$ cat config.mk
export PLATFORM = sky130hd
export DESIGN_NAME = jtag_user_regfile
export DESIGN_NICKNAME = d
export VERILOG_FILES = /design/src/rtl/jtag_user_regfile.sv
export SDC_FILE = /design/constraint.sdc
export NUM_CORES = 1
export LEC_CHECK = 0
export BUFFER_PORTS_ARGS = -buffer_cell sky130_fd_sc_hd__buf_2
export CORE_AREA = 2 2 86 96
export CTS_CLUSTER_SIZE = 10
export DETAILED_ROUTE_END_ITERATION = 10
export DIE_AREA = 0 0 88 98
export PLACE_DENSITY = 0.51
export SYNTH_ARGS = -nofsm -noshare
export SYNTH_HDL_FRONTEND = slang
export SYNTH_SLANG_ARGS = --single-unit
$ cat constraint.sdc
create_clock -name JTCK -period 3.75 [get_ports JTCK]
set_input_delay 0.5625 -clock JTCK [delete_from_list [all_inputs] [get_ports JTCK]]
set_output_delay 0.5625 -clock JTCK [all_outputs]
set_load 0.05 [all_outputs]
$ cat src/rtl/jtag_user_regfile.sv
`default_nettype none
// ============================================================================
// Module      : jtag_user_regfile
// Description : One JTAGG user chain (ER1/ER2) that carries framed commands
//               {wr, addr, data} into a bank of NUM_REGS output registers.
//               A Capture-DR loads {err, last_addr, reg[last_addr]} for readback,
//               and an Update-DR commits the shifted frame. Frames are shifted
//               LSB first.
// Ports       : JTCK      - JTAG clock, all state on posedge
//               JRSTN     - asynchronous active-low reset
//               JTDI      - serial data in
//               JSHIFT    - TAP in Shift-DR
//               JUPDATE   - TAP in Update-DR
//               JCE       - this chain's enable
//               JRTI      - this chain's Run-Test-Idle flag
//               JTDO      - serial data out, driven straight from the shift register
//               regs_out  - register bank, reg i at [i*DATA_W +: DATA_W]
//               wr_strobe - one-cycle pulse after a committed write
//               wr_addr   - address of the last committed write
//               rti_pulse - one-cycle pulse on the first JRTI cycle after an update
//               err       - last update addressed an out-of-range register
// Revision    : 1.0 - initial release
// ============================================================================
module jtag_user_regfile #(
    parameter int               DATA_W    = 8,
    parameter int               ADDR_W    = 2,
    parameter int               NUM_REGS  = 4,
    parameter logic [DATA_W-1:0] RESET_VAL = '0
) (
    input  logic                       JTCK,
    input  logic                       JRSTN,
    input  logic                       JTDI,
    input  logic                       JSHIFT,
    input  logic                       JUPDATE,
    input  logic                       JCE,
    input  logic                       JRTI,
    output logic                       JTDO,
    output logic [NUM_REGS*DATA_W-1:0] regs_out,
    output logic                       wr_strobe,
    output logic [ADDR_W-1:0]          wr_addr,
    output logic                       rti_pulse,
    output logic                       err
);

    localparam int FRAME_W = 1 + ADDR_W + DATA_W;

    // Extra bit so the range compare also works when NUM_REGS == 2**ADDR_W.
    localparam logic [ADDR_W:0] c_num_regs = (ADDR_W+1)'(NUM_REGS);

    logic [FRAME_W-1:0] r_sr;
    logic               r_armed;
    logic               r_rti_armed;
    logic [DATA_W-1:0]  r_regs [NUM_REGS];
    logic [ADDR_W-1:0]  r_last_addr;
    logic [ADDR_W-1:0]  r_wr_addr;
    logic               r_wr_strobe;
    logic               r_rti_pulse;
    logic               r_err;

    logic               w_wr;
    logic [ADDR_W-1:0]  w_addr;
    logic [DATA_W-1:0]  w_data;
    logic               w_in_range;
    logic [DATA_W-1:0]  w_rd_data;
    logic [FRAME_W-1:0] w_capture;

    // Frame fields as seen at Update-DR.
    assign w_wr       = r_sr[FRAME_W-1];
    assign w_addr     = r_sr[DATA_W +: ADDR_W];
    assign w_data     = r_sr[DATA_W-1:0];
    assign w_in_range = ({1'b0, w_addr} < c_num_regs);

    // Readback mux; last_addr only ever holds an in-range address.
    always_comb begin
        w_rd_data = '0;
        for (int i = 0; i < NUM_REGS; i++) begin
            if (r_last_addr == ADDR_W'(i)) begin
                w_rd_data = r_regs[i];
            end
        end
    end

    assign w_capture = {r_err, r_last_addr, w_rd_data};

    always_ff @(posedge JTCK or negedge JRSTN) begin
        if (!JRSTN) begin
            r_sr        <= '0;
            r_armed     <= 1'b0;
            r_rti_armed <= 1'b0;
            for (int i = 0; i < NUM_REGS; i++) begin
                r_regs[i] <= RESET_VAL;
            end
            r_last_addr <= '0;
            r_wr_addr   <= '0;
            r_wr_strobe <= 1'b0;
            r_rti_pulse <= 1'b0;
            r_err       <= 1'b0;
        end else begin
            r_wr_strobe <= 1'b0;
            r_rti_pulse <= 1'b0;

            if (JRTI && r_rti_armed) begin
                r_rti_pulse <= 1'b1;
                r_rti_armed <= 1'b0;
            end

            // Update-DR wins over capture/shift. Without a preceding
            // capture/shift on this chain (armed=0) the update belongs to
            // the other chain and is ignored.
            if (JUPDATE) begin
                if (r_armed) begin
                    r_armed     <= 1'b0;
                    r_rti_armed <= 1'b1;
                    if (w_in_range) begin
                        r_last_addr <= w_addr;
                        r_err       <= 1'b0;
                        if (w_wr) begin
                            for (int i = 0; i < NUM_REGS; i++) begin
                                if (w_addr == ADDR_W'(i)) begin
                                    r_regs[i] <= w_data;
                                end
                            end
                            r_wr_addr   <= w_addr;
                            r_wr_strobe <= 1'b1;
                        end
                    end else begin
                        r_err <= 1'b1;
                    end
                end
            end else if (JCE) begin
                r_armed <= 1'b1;
                if (JSHIFT) begin
                    r_sr <= {JTDI, r_sr[FRAME_W-1:1]};
                end else begin
                    r_sr <= w_capture;
                end
            end
        end
    end

    // JTDO comes straight off a flop so TDO timing stays clean.
    assign JTDO      = r_sr[0];
    assign wr_strobe = r_wr_strobe;
    assign wr_addr   = r_wr_addr;
    assign rti_pulse = r_rti_pulse;
    assign err       = r_err;

    generate
        for (genvar gi = 0; gi < NUM_REGS; gi++) begin : g_pack
            assign regs_out[gi*DATA_W +: DATA_W] = r_regs[gi];
        end
    endgenerate

endmodule
`default_nettype wire

==> results.md <==
* Post-DRT Antenna Nets at 0
* CP required at 3.90 ns
* Vias at 1340
* Seq/Total Area, Yosys at 57.5%
* Most frequent cell after synthesis: dfrtp_1
* First-pass DRT Iterations at 4
* Async SR Flop Fraction at 100%
* Setup violators final at 0
* Hold buffers post-CTS at 0
* Residual DRC at 0
* Crit share post-route at 45.5%
* Num CTS Buffers at 5
* Die area at 8620 um^2
* Routability cong. at 0.683
* Clk Latency, worst-skew pair at 0.30 ns
* Final Slew Violations at 0
* Vias in the first global route at around 1400
* Die width at 88 um
* Post-route setup TNS at 0 ns
* Post-CTS setup buffers at 0
* Die H at just under 100 um
* Filler Cell Count at 776
* Worst Path Arrival at 1.86 ns
* Max Fclk at 0.586 GHz
* Top FF cell, synth: dfrtp_1
* DR WL/cell at roughly 16 um
* Worst slack, placed at 1.92 ns
* Synth top area share at 57.5%
* Antenna violations before repair at 0
* Layout cell share with drive strength beyond 1 at approximately half
* CP Launch Type: flop
* Post-Syn Area per Cell at 14.6 um^2
* EDFF count, synth at 0
* Slew headroom at 34.6%
* Final instance area at 2660 um^2
* Clk root buf: clkbuf_8
* Post-layout minimum cycle time at 1.71 ns
* Sink Count at 51
* Hold WC Path Type: in2async
* Hpwl dp at 3220 um
* Unrepaired setup endpoints after global routing: no
* Gr ovfl total at 0
* Final WS setup at 2.04 ns
* Num ports at 45
* Syn_nets at 159
* CTS tree: done
* Initial DRC Count at 69
* # Max-Cap Violations at 0
* CP max FO at 10
* Peak VDD IR at 0.000557 V
* Synth area leaders: dfrtp_1 57%, mux2_2 18%, mux4_2 8.1%, mux2i_1 4.5%, a21oi_1 2.3%
* Number of diodes at 0
* Final Util at 34.6%
* Total Wirelength at 4840 um
* Yosys Warn Count at 0
* Reg clk slew, reported paths at 0.09 ns
* Largest net degree at the start of global routing at 45
* Synthesized flop and latch total at 51
* Max Root-Sink Buffers at 2
* Post-CTS Resized at 0
* Total track usage at 12.0%
* Number of buffers added on ports at 43
* First-pass GRT wire length at slightly below 8000 um
* # placed instances at 298
* Top cells by count, synth: 51 x dfrtp_1, 35 x mux2_2, 12 x nor2_1
* CP Capture Type: flop
* Non-Filler Instances at around 310
* Status: finished, final reports clean
* Dominant cell type by area after synthesis: dfrtp_1
* Pwr/cell area at about 920 nW/um^2
* Syn Inst Count at 152
* Placed cell areas at 2550 um^2
* Area grow syn2layout at 19.9%
* Leakage at 1.28 nW
* Rows at 34
* H-tree Lvls at 2
* Worst Tran Pin Value at 0.981 ns
* Starting Density at between 20% and 30%
* Synth cell types at 21
* Via density at 4.38
* Mapped Area at between 2000 and 2500 um^2
* Nets@finish at 204
* Setup Skew at 0.00554 ns
* Fin. Hold Viols at 0
* Crit Path Class: reg2reg
* Core region area at approximately 7700 um^2
==> worst max-delay path, cell delays in order, from the launching register on <==
cell and delay [ns]:
dfrtp_1 0.75, mux4_2 0.59, mux2i_1 0.14, a21oi_1 0.08
==> sequential cells by signal, summed over array words and instances, names as in the netlist <==
signal,count
r_armed,1
r_last_addr,2
r_rti_armed,1
r_sr,11
regs_out,32
rti_pulse,1
wr_addr,2
wr_strobe,1
==> where the power goes <==
| group | internal, W | switching, W | total, W | leakage [nW] |
|---|---|---|---|---|
| sequential | 0.000747 | 0.000214 | 0.000962 | 0.641 |
| combinational | 0.000355 | 0.000742 | 0.00110 | 0.581 |
| clock | 0.000216 | 0.000183 | 0.000399 | 0.0612 |
==> per-layer routing <==
| metal | global-route usage [%] | vias up | part of all wire (%) |
|---|---|---|---|
| met3 | 2.45 | 3 | 3.9 |
| met4 | 2.49 | 0 | 0.35 |
| met1 | 18.0 | 671 | 47 |
| li1 | - | 629 | - |
| met2 | 17.9 | 37 | 49 |
| met5 | 0 | - | 0 |
==> path summary, 6_finish.rpt <==
path / from / end / slack (ns) / cells past startpoint
worst max register to register: r_last_addr[0] / r_sr[5] / 2.04 / 3
worst max-delay path: r_last_addr[0] / r_sr[5] / 2.04 / 3
max in group asynchronous: JRSTN / regs_out[26] / 2.63 / 2
worst min-delay path: JRSTN / r_armed / 0.42 / 1
worst min register to register: r_rti_armed / rti_pulse / 0.49 / 1
min in group JTCK: JRTI / r_rti_armed / 0.47 / 2
==> cell families after synthesis <==
logic type | count (synthesis) | share of synthesized area [%]
multiplexers | 53 | 30.4
flip-flops | 51 | 57.5
AND/OR/NAND/NOR | 26 | 7.32
AO/OA/AOI/OAI | 12 | 2.70
buffers and inverters | 9 | 1.97
other | 1 | 0.169
==> layout by cell type (no fill, tap or decap), drive strengths merged <==
master	count
conb	1
o21ai	2
bufinv	1
mux2	35
mux2i	10
nand2	4
a21oi	10
and2	1
nor3	2
and2b	1
clkinv	1
nand2b	1
dfrtp	51
mux4	8
nand3	3
clkbuf	6
inv	3
nor2	14
buf	44
==> final cells by class <==
cell class / count / area [um^2] / area share, %
flip-flops and latches: 51 / 1280 / 47.9
multi-input cells: 92 / 901 / 33.8
repair buffers: 44 / 223 / 8.36
well taps: 108 / 135 / 5.07
clock buffers: 6 / 82.6 / 3.10
clock inverters: 2 / 35.0 / 1.32
inverters: 3 / 11.3 / 0.423
==> per-stage QoR <==
stage | total power [W] | hold slack [ns]
floorplan | 0.00180 | 0.267
global route | 0.00259 | 0.479
CTS | 0.00249 | 0.454
finish | 0.00246 | 0.421
detailed placement | 0.00209 | 0.474
global placement | 0.00208 | 0.469
(Power assumes the default switching activity.)
